<file path="config.mk">
export PLATFORM = sky130hd
export DESIGN_NAME = fb_rect_writer_flat
export DESIGN_NICKNAME = d
export VERILOG_FILES = /design/src/rtl/vga_pkg.sv /design/src/rtl/fb_rect_writer_if.sv /design/src/rtl/fb_rect_writer.sv /design/src/flat_wrapper.sv
export SDC_FILE = /design/constraint.sdc
export NUM_CORES = 1
export LEC_CHECK = 0
export ABC_CLOCK_PERIOD_IN_PS = 5600
export CAP_MARGIN = 30
export CORE_MARGIN = 2
export CORE_UTILIZATION = 59
export DETAILED_ROUTE_END_ITERATION = 12
export PLACE_DENSITY_LB_ADDON = 0.05
export SLEW_MARGIN = 5
export SYNTH_ARGS = -nofsm -noshare
export SYNTH_HDL_FRONTEND = slang
export SYNTH_SLANG_ARGS = --single-unit
export TNS_END_PERCENT = 20
</file>
<file path="constraint.sdc">
create_clock -name sys_clk -period 5.6 [get_ports sys_clk]
set_input_delay 1.12 -clock sys_clk [delete_from_list [all_inputs] [get_ports sys_clk]]
set_output_delay 1.12 -clock sys_clk [all_outputs]
set_load 0.01 [all_outputs]
</file>
<file path="src/rtl/vga_pkg.sv">
`default_nettype none
// vga_pkg: frame geometry, bus widths, writer FSM encoding and request check (rev 1.0)
package vga_pkg;
  localparam int H_RES  = 800;
  localparam int V_RES  = 600;
  localparam int ADDR_W = 19;
  localparam int DATA_W = 8;
  localparam int GEOM_W = 11;

  typedef enum logic [1:0] {
    ST_IDLE  = 2'd0,
    ST_SETUP = 2'd1,
    ST_WRITE = 2'd2,
    ST_DONE  = 2'd3
  } wr_state_e;

  // Edge sums use one extra bit so an out-of-range request can never wrap into range.
  function automatic logic rect_ok(input logic [GEOM_W-1:0] x, input logic [GEOM_W-1:0] y,
                                   input logic [GEOM_W-1:0] w, input logic [GEOM_W-1:0] h);
    logic [GEOM_W:0] x_end;
    logic [GEOM_W:0] y_end;
    x_end = {1'b0, x} + {1'b0, w};
    y_end = {1'b0, y} + {1'b0, h};
    return (w != '0) && (h != '0) &&
           (x_end <= (GEOM_W+1)'(H_RES)) && (y_end <= (GEOM_W+1)'(V_RES));
  endfunction
endpackage
`default_nettype wire

</file>
<file path="src/rtl/fb_rect_writer_if.sv">
`default_nettype none
// fb_rect_writer_if: pixel stream in, image-RAM write port out (rev 1.0)
interface fb_rect_writer_if;
  import vga_pkg::*;

  logic              s_valid;
  logic [DATA_W-1:0] s_data;
  logic              s_ready;
  logic              we;
  logic [ADDR_W-1:0] write_address;
  logic [DATA_W-1:0] d;

  modport master (output s_valid, output s_data, input s_ready,
                  input we, input write_address, input d);
  modport slave  (input s_valid, input s_data, output s_ready,
                  output we, output write_address, output d);
endinterface
`default_nettype wire

</file>
<file path="src/rtl/fb_rect_writer.sv">
`default_nettype none
// fb_rect_writer: writes a colour-index stream into a rectangle of the frame buffer (rev 1.0)
module fb_rect_writer
  import vga_pkg::*;
(
  input  logic              sys_clk,
  input  logic              reset,
  input  logic              start,
  input  logic              abort,
  input  logic [GEOM_W-1:0] x0,
  input  logic [GEOM_W-1:0] y0,
  input  logic [GEOM_W-1:0] width,
  input  logic [GEOM_W-1:0] height,
  output logic              busy,
  output logic              done,
  output logic              err,
  fb_rect_writer_if.slave   wr_if
);
  localparam logic [ADDR_W-1:0] c_STRIDE = ADDR_W'(H_RES);

  wr_state_e         state_q, state_d;
  logic [GEOM_W-1:0] x0_q, x0_d, y0_q, y0_d, w_q, w_d, h_q, h_d;
  logic [GEOM_W-1:0] col_q, col_d, row_q, row_d;
  logic [ADDR_W-1:0] line_base_q, line_base_d, cur_addr_q, cur_addr_d;
  logic [ADDR_W-1:0] addr_q, addr_d;
  logic [DATA_W-1:0] data_q, data_d;
  logic              we_q, we_d, busy_q, busy_d, done_q, done_d, err_q, err_d;
  logic              beat;

  assign wr_if.s_ready       = (state_q == ST_WRITE);
  assign beat                = wr_if.s_valid & wr_if.s_ready;
  assign wr_if.we            = we_q;
  assign wr_if.write_address = addr_q;
  assign wr_if.d             = data_q;
  assign busy                = busy_q;
  assign done                = done_q;
  assign err                 = err_q;

  always_comb begin
    state_d     = state_q;
    x0_d        = x0_q;
    y0_d        = y0_q;
    w_d         = w_q;
    h_d         = h_q;
    col_d       = col_q;
    row_d       = row_q;
    line_base_d = line_base_q;
    cur_addr_d  = cur_addr_q;
    addr_d      = addr_q;
    data_d      = data_q;
    we_d        = 1'b0;
    err_d       = err_q;
    done_d      = (state_q == ST_DONE);

    case (state_q)
      ST_IDLE: begin
        if (start) begin
          if (rect_ok(x0, y0, width, height)) begin
            err_d   = 1'b0;
            x0_d    = x0;
            y0_d    = y0;
            w_d     = width;
            h_d     = height;
            state_d = ST_SETUP;
          end else begin
            err_d = 1'b1;
          end
        end
      end
      ST_SETUP: begin
        line_base_d = ADDR_W'(y0_q) * c_STRIDE + ADDR_W'(x0_q);
        cur_addr_d  = ADDR_W'(y0_q) * c_STRIDE + ADDR_W'(x0_q);
        col_d       = '0;
        row_d       = '0;
        state_d     = abort ? ST_IDLE : ST_WRITE;
      end
      ST_WRITE: begin
        if (beat) begin
          we_d   = 1'b1;
          addr_d = cur_addr_q;
          data_d = wr_if.s_data;
          if (col_q == w_q - 11'd1) begin
            col_d       = '0;
            row_d       = row_q + 11'd1;
            line_base_d = line_base_q + c_STRIDE;
            cur_addr_d  = line_base_q + c_STRIDE;
            if (row_q == h_q - 11'd1) state_d = ST_DONE;
          end else begin
            col_d      = col_q + 11'd1;
            cur_addr_d = cur_addr_q + 1'b1;
          end
        end
        // The beat above is still committed; only the transfer is dropped.
        if (abort) state_d = ST_IDLE;
      end
      ST_DONE: state_d = ST_IDLE;
      default: state_d = ST_IDLE;
    endcase

    busy_d = (state_d != ST_IDLE);
  end

  always_ff @(posedge sys_clk or posedge reset) begin
    if (reset) begin
      state_q     <= ST_IDLE;
      x0_q        <= '0;
      y0_q        <= '0;
      w_q         <= '0;
      h_q         <= '0;
      col_q       <= '0;
      row_q       <= '0;
      line_base_q <= '0;
      cur_addr_q  <= '0;
      addr_q      <= '0;
      data_q      <= '0;
      we_q        <= 1'b0;
      busy_q      <= 1'b0;
      done_q      <= 1'b0;
      err_q       <= 1'b0;
    end else begin
      state_q     <= state_d;
      x0_q        <= x0_d;
      y0_q        <= y0_d;
      w_q         <= w_d;
      h_q         <= h_d;
      col_q       <= col_d;
      row_q       <= row_d;
      line_base_q <= line_base_d;
      cur_addr_q  <= cur_addr_d;
      addr_q      <= addr_d;
      data_q      <= data_d;
      we_q        <= we_d;
      busy_q      <= busy_d;
      done_q      <= done_d;
      err_q       <= err_d;
    end
  end
endmodule
`default_nettype wire

</file>
<file path="src/flat_wrapper.sv">
// flat-port wrapper written by rule: the top's interface ports become plain ports
module fb_rect_writer_flat import vga_pkg::*;
  (sys_clk, reset, start, abort, x0, y0, width, height, busy, done, err, wr_if_s_valid, wr_if_s_data, wr_if_s_ready, wr_if_we, wr_if_write_address, wr_if_d);
  fb_rect_writer_if wr_if_i ();
  input  logic sys_clk;
  input  logic reset;
  input  logic start;
  input  logic abort;
  input  logic [GEOM_W-1:0] x0;
  input  logic [GEOM_W-1:0] y0;
  input  logic [GEOM_W-1:0] width;
  input  logic [GEOM_W-1:0] height;
  output logic busy;
  output logic done;
  output logic err;
  input wire logic [$bits(wr_if_i.s_valid)-1:0] wr_if_s_valid;
  input wire logic [$bits(wr_if_i.s_data)-1:0] wr_if_s_data;
  output wire logic [$bits(wr_if_i.s_ready)-1:0] wr_if_s_ready;
  output wire logic [$bits(wr_if_i.we)-1:0] wr_if_we;
  output wire logic [$bits(wr_if_i.write_address)-1:0] wr_if_write_address;
  output wire logic [$bits(wr_if_i.d)-1:0] wr_if_d;
  assign wr_if_i.s_valid = wr_if_s_valid;
  assign wr_if_i.s_data = wr_if_s_data;
  assign wr_if_s_ready = wr_if_i.s_ready;
  assign wr_if_we = wr_if_i.we;
  assign wr_if_write_address = wr_if_i.write_address;
  assign wr_if_d = wr_if_i.d;
  fb_rect_writer u_core (.sys_clk(sys_clk), .reset(reset), .start(start), .abort(abort), .x0(x0), .y0(y0), .width(width), .height(height), .busy(busy), .done(done), .err(err), .wr_if(wr_if_i));
endmodule
</file>
### Word-level counts from Yosys, hierarchy flattened

Cells that the tools add are included.
Widths: inputs -> output; s select.

| word-level totals | value |
|---|---|
| output and inout port bits | 32 |
| register bits | 137 |
| word-level logic and storage cells | 71 |
| input bits | 57 |

| cells by class | value |
|---|---|
| multiply operators | 1 |
| multiplexer cells | 23 |
| bitwise operators | 1 |
| magnitude comparators | 2 |
| reduce and logical (&&, ||, !) cells | 13 |
| equality and inequality tests | 7 |
| $add $sub $neg | 9 |

Operator list:

| cell | count |
|---|---|
| $mux 19 | 4 |
| $pmux 19 s2 | 2 |
| $mux 11 | 4 |
| $pmux 11 s2 | 2 |
| $add 11x11->12 | 2 |
| $le 12x10->1 const B | 2 |
| $add 11x1->11 const B | 2 |
| $eq 11x11->1 | 2 |
| $reduce_bool 11->1 | 2 |
| $sub 11x1->11 const B | 2 |
| $add 19x1->19 const B | 1 |
| $add 19x10->19 const B | 1 |
| $add 19x11->19 | 1 |
| $mul 11x5->14 const B | 1 |
| $mux 2 | 7 |
| $pmux 2 s4 | 1 |
| $reduce_and 2->1 | 3 |
| $reduce_and 3->1 | 2 |
| $eq 2x2->1 const B | 2 |
| $ne 2x2->1 const B | 2 |
| $reduce_bool 2->1 | 2 |
| $logic_and 1x1->1 | 3 |
| $mux 1 | 3 |
| $eq 2x1->1 const B | 1 |
| 2 further kinds | 2 |

### Depth between registers and ports, before layout

| depth | value |
|---|---|
| word-level depth | 8 |
| gate-level depth with buffers | 14 |
| depth with buffers taken out | 14 |

### Worst setup path before layout

No wires, ideal clock.

| path | value |
|---|---|
| path type | input to register |
| start point | input width[0] |
| end point | register u_core.h_q[0] |
| setup slack | 1,743 ps |
| cell stages on the path | 11 |
| required time | 5,475 ps |
| path buffers | 1 |
| arrival time | 3,732 ps |
| setup time | 125 ps |
| cell sequence | ha_1 fa_1 a211oi_1 o21ai_0 a211oi_1 mux2i_1 o211ai_1 nor3_1 nand3_1 buf_2 mux2_2 |

| on the way | value |
|---|---|
| word-level cells in the longest chain between the ends | 5 |
| elaborated cells between the ends (all ways) | 7 |
| those cells by class | 1 x add/sub; 1 x order compare; 5 x reduce/logical |

Ends and longest elaborated chain:

| item | RTL line | source |
|---|---|---|
| from (decl) | flat_wrapper.sv:11 | `input logic [GEOM_W-1:0] width;` |
| $add 11x11->12 / $reduce_bool 11->1 (equally long branches) | vga_pkg.sv:22, vga_pkg.sv:24 |  |
| $le 12x10->1 / $logic_and 1x1->1 (equally long branches) | vga_pkg.sv:25, vga_pkg.sv:24 |  |
| $logic_and 1x1->1 (*) | vga_pkg.sv:24 | `return (w != '0) && (h != '0) &&` |
| $logic_and 1x1->1 (*) | vga_pkg.sv:25 | `(x_end <= (GEOM_W+1)'(H_RES)) && (y_end <= (GEOM_W+1)'(V_RES));` |
| $reduce_and 3->1 (no source line) (*) | -- |  |
| to (signal assigned) | fb_rect_writer.sv:109 | `h_q <= '0;` |
| to (signal assigned) | fb_rect_writer.sv:125 | `h_q <= h_d;` |
| to (decl) | fb_rect_writer.sv:22 | `logic [GEOM_W-1:0] x0_q, x0_d, y0_q, y0_d, w_q, w_d, h_q, h_d;` |

Mark *: on every way between the ends. The rest lies on a longest branch, timed or not.
A chain may end at the register's enable or synchronous reset.

### Worst setup path in the final report

| path | value |
|---|---|
| start point | input width[0] |
| end point | register u_core.x0_q[4] |

| on the way | value |
|---|---|
| word-level cells in the longest chain between the ends | 5 |
| elaborated cells between the ends (all ways) | 7 |
| those cells by class | 1 x add/sub; 1 x order compare; 5 x reduce/logical |

Ends and longest elaborated chain:

| item | RTL line | source |
|---|---|---|
| $add 11x11->12 / $reduce_bool 11->1 (equally long branches) | vga_pkg.sv:22, vga_pkg.sv:24 |  |
| $le 12x10->1 / $logic_and 1x1->1 (equally long branches) | vga_pkg.sv:25, vga_pkg.sv:24 |  |
| $logic_and 1x1->1 (*) | vga_pkg.sv:24 |  |
| $logic_and 1x1->1 (*) | vga_pkg.sv:25 |  |
| $reduce_and 3->1 (no source line) (*) | -- |  |
| to (signal assigned) | fb_rect_writer.sv:106 | `x0_q <= '0;` |
| to (signal assigned) | fb_rect_writer.sv:122 | `x0_q <= x0_d;` |
| to (decl) | fb_rect_writer.sv:22 |  |

Marked as above.

==> impl_metrics.ini <==
[clock_network]
cts_buffers = 17
cts.sinks = 137
tritoncts = yes
postCtsHoldBufs = 0
clock_latency_ns = 0.42
cts.clk_slew.worst_paths_ns = 0.06
cts_setup_buffers = 0
cts_root_buffer = clkbuf_16
htree_levels = 4
cts_resized = 0
cts.path.max_buffers = 2

[placement]
place_inst = 1285
hpwl_um = 16300
pre_cts_slack_ns = 0.822
port_buffers = 88
placed_cell_area_mm2 = 0.0107
gp_congestion = 0.896

[synth]
synth_edf_count = 0
synth.top_cell.area_share_pct = 35.8
synthCells = 1010
syn_nets = 1146
synth_area_leaders = dfrtp_1 (36%), ha_1 (9.1%), mux2_2 (8.1%)
async_flop_share_pct = 100
synth_common_cells = dfrtp_1 (137), nand2_1 (72), nor2_1 (72)
yosys_warnings = 0
ys.flop_type = dfrtp_1
synth_most_common_cell = dfrtp_1
synth.distinct_cells = 73
synth.largest_area_cell = dfrtp_1
syn_area_mm2 = 0.00958
avgSynthCellArea_um2 = 9.48
synth-seq-cells = 137
ys_seq_area_share_pct = 35.8

[floorplan]
die_x_um = 131
rows = 46
io_pins = 89
die-height_um = 131
core_area_mm2 = 0.0159
dieArea_mm2 = 0.0173
start_util_pct = 60.3

[detailed_routing]
postRouteAntennaNets = 0
firstDrtPassIters = 5
vias_per_cell = 5.83
vias = 7686
drc_errors = 0
drtIter0Drc = 552
wl_per_cell_um = 16.6
wirelength_um = 21900

[sta]
whs_ns = 0.479
worst_pin_slew_ns = 0.727
slew_headroom_pct = 51.4
hold_violations = 0
max_freq_ghz = 0.229
finalSetupTns_ns = 0
period_minus_slack_ns = 4.36
finalSetupViolCount = 0
setup_slack_ns = 1.24
final_max_slew_viol_count = 0
rsz0062_at_grt = false
period_share_pct = 77.9
fin_skew_ns = 0.00572

[global_route]
grt_pass1_vias = 7343
grt_max_degree = 104
antenna_found_initial = 0
grt_first_pass_wirelength_um = 37100
grtUsageTotal_pct = 26.4
grt-ovfl-total = 0

[worst_setup_path]
cp_slowest_cell = nor3_1
path_cells = clkdlybuf4s50_1 > ha_1 > fa_1 > a211oi_1 > o21ai_0 > a211oi_1 > mux2i_1 > o211ai_1 > nor3_1 > nand3_2 > buf_4 > mux2_2
cp_max_fo = 44
timing.critical_path.buf_inv = 2
slowest_delay_ns = 0.52
cp.required_ns = 5.90
path_delay_family = compound AO/OA/AOI/OAI gates
crit_path_end_kind = flip-flop
arrival_ns = 4.66
crit_type = input pin to flip-flop
worst_path_most_repeated_cell = a211oi_1
cp-start-kind = input pin

[finish]
final_area_mm2 = 0.0113
syn_to_final_growth_pct = 18.0
multi_input_area_mm2 = 0.00577
fin_nets = 1225
diodes = 0
nFillCells = 1301
final_cells = 1318
seq_area_mm2 = 0.00343
drive_gt1_share_pct = 11.3

[run_status]
status = finished clean

[pwr]
ir_drop_v = 0.000311
leakagePower_nw = 5.10
power_density_mw_per_mm2 = 508

[worst_hold_path]
hold_class = flip-flop to flip-flop

[run]
cap_violations = 0
[stage by stage]
step	total power [mW]	utilization (%)
floorplan	3.72	-
global placement	4.46	67.0
detailed placement	4.54	67.1
CTS	5.73	71.0
global route	6.20	71.1
finish	5.74	71.1
[routing by layer]
| metal | track usage (%) | wire (um) | vias to the layer above |
|---|---|---|---|
| met4 | 8.03 | 407 | 0 |
| met5 | 0 | 0 | - |
| li1 | - | - | 3820 |
| met3 | 4.48 | 843 | 23 |
| met2 | 41.4 | 9950 | 173 |
| met1 | 37.7 | 10700 | 3670 |
[final cells by class]
cell class	instances	share of cell area [%]
well taps	216	2.39
repair buffers	98	8.64
multi-input cells	773	51.1
inverters	62	2.10
flip-flops and latches	137	30.3
clock buffers	22	4.20
clock inverters	10	1.24
[power breakdown]
group / internal [mW] / total, mW / switching [mW] / leakage, nW
sequential: 1.34 / 1.71 / 0.367 / 1.74
combinational: 1.34 / 2.86 / 1.52 / 3.06
clock: 0.737 / 1.16 / 0.426 / 0.293
total: 3.42 / 5.74 / 2.31 / 5.10
[path summary, 6_finish.rpt]
| path | to | startpoint | slack [ns] | cells past startpoint |
|---|---|---|---|---|
| setup / recovery | u_core.x0_q[4] | width[0] | 1.24 | 12 |
| hold / removal | u_core.wr_if.write_address[16] | u_core.wr_if.write_address[16] | 0.48 | 2 |
| setup reg to reg | u_core.cur_addr_q[18] | u_core.y0_q[1] | 1.60 | 12 |
| hold reg to reg | u_core.wr_if.write_address[16] | u_core.wr_if.write_address[16] | 0.48 | 2 |
| max in group asynchronous | u_core.x0_q[6] | reset | 3.81 | 3 |
| min in group asynchronous | u_core.wr_if.d[6] | reset | 1.05 | 2 |
[state kept, by name, indices dropped and copies added (netlist names)]
signal,flops
u_core.busy,1
u_core.col_q,11
u_core.cur_addr_q,19
u_core.done,1
u_core.err,1
u_core.h_q,11
u_core.line_base_q,19
u_core.row_q,11
u_core.state_q,2
u_core.w_q,11
u_core.wr_if.d,8
u_core.wr_if.we,1
u_core.wr_if.write_address,19
u_core.x0_q,11
u_core.y0_q,11
[cell usage in the layout (no fill, tap or decap), types with 13 or more instances in the layout]
| cell | instances |
|---|---|
| dfrtp_1 | 137 |
| clkdlybuf4s50_1 | 88 |
| nand2_1 | 72 |
| nor2_1 | 72 |
| mux2_2 | 69 |
| ha_1 | 69 |
| inv_1 | 60 |
| xnor2_1 | 55 |
| a21oi_1 | 47 |
| o21ai_0 | 41 |
| nand3_1 | 40 |
| xor2_1 | 36 |
| nor3_1 | 20 |
| a211oi_1 | 17 |
| o211ai_1 | 17 |
| clkbuf_16 | 17 |
| a31oi_1 | 16 |
| and3_1 | 14 |
| nand4_1 | 14 |
| mux2i_1 | 13 |
| a21o_1 | 13 |
[kinds of logic (layout without fill, tap and decap cells)]
logic type	after synthesis	after routing	share of synthesized area, %
simple gates	292	292	15.1
compound gates	227	227	15.9
flops	137	137	35.8
buf+inv	100	192	4.12
xor+xnor	91	91	8.32
mux	84	84	9.71
fa+ha+maj	79	79	11.0
[worst register-to-register path, delay by kind of cell (launching register included)]
kind,cells,cell delay (ns)
AOI/OAI and AO/OA,5,1.25
xor gates and xnor gates,2,0.42
adders and majority gates,4,1.45
DFF,1,0.48
and+or+nand+nor,1,0.33
(Power assumes the default switching activity.)
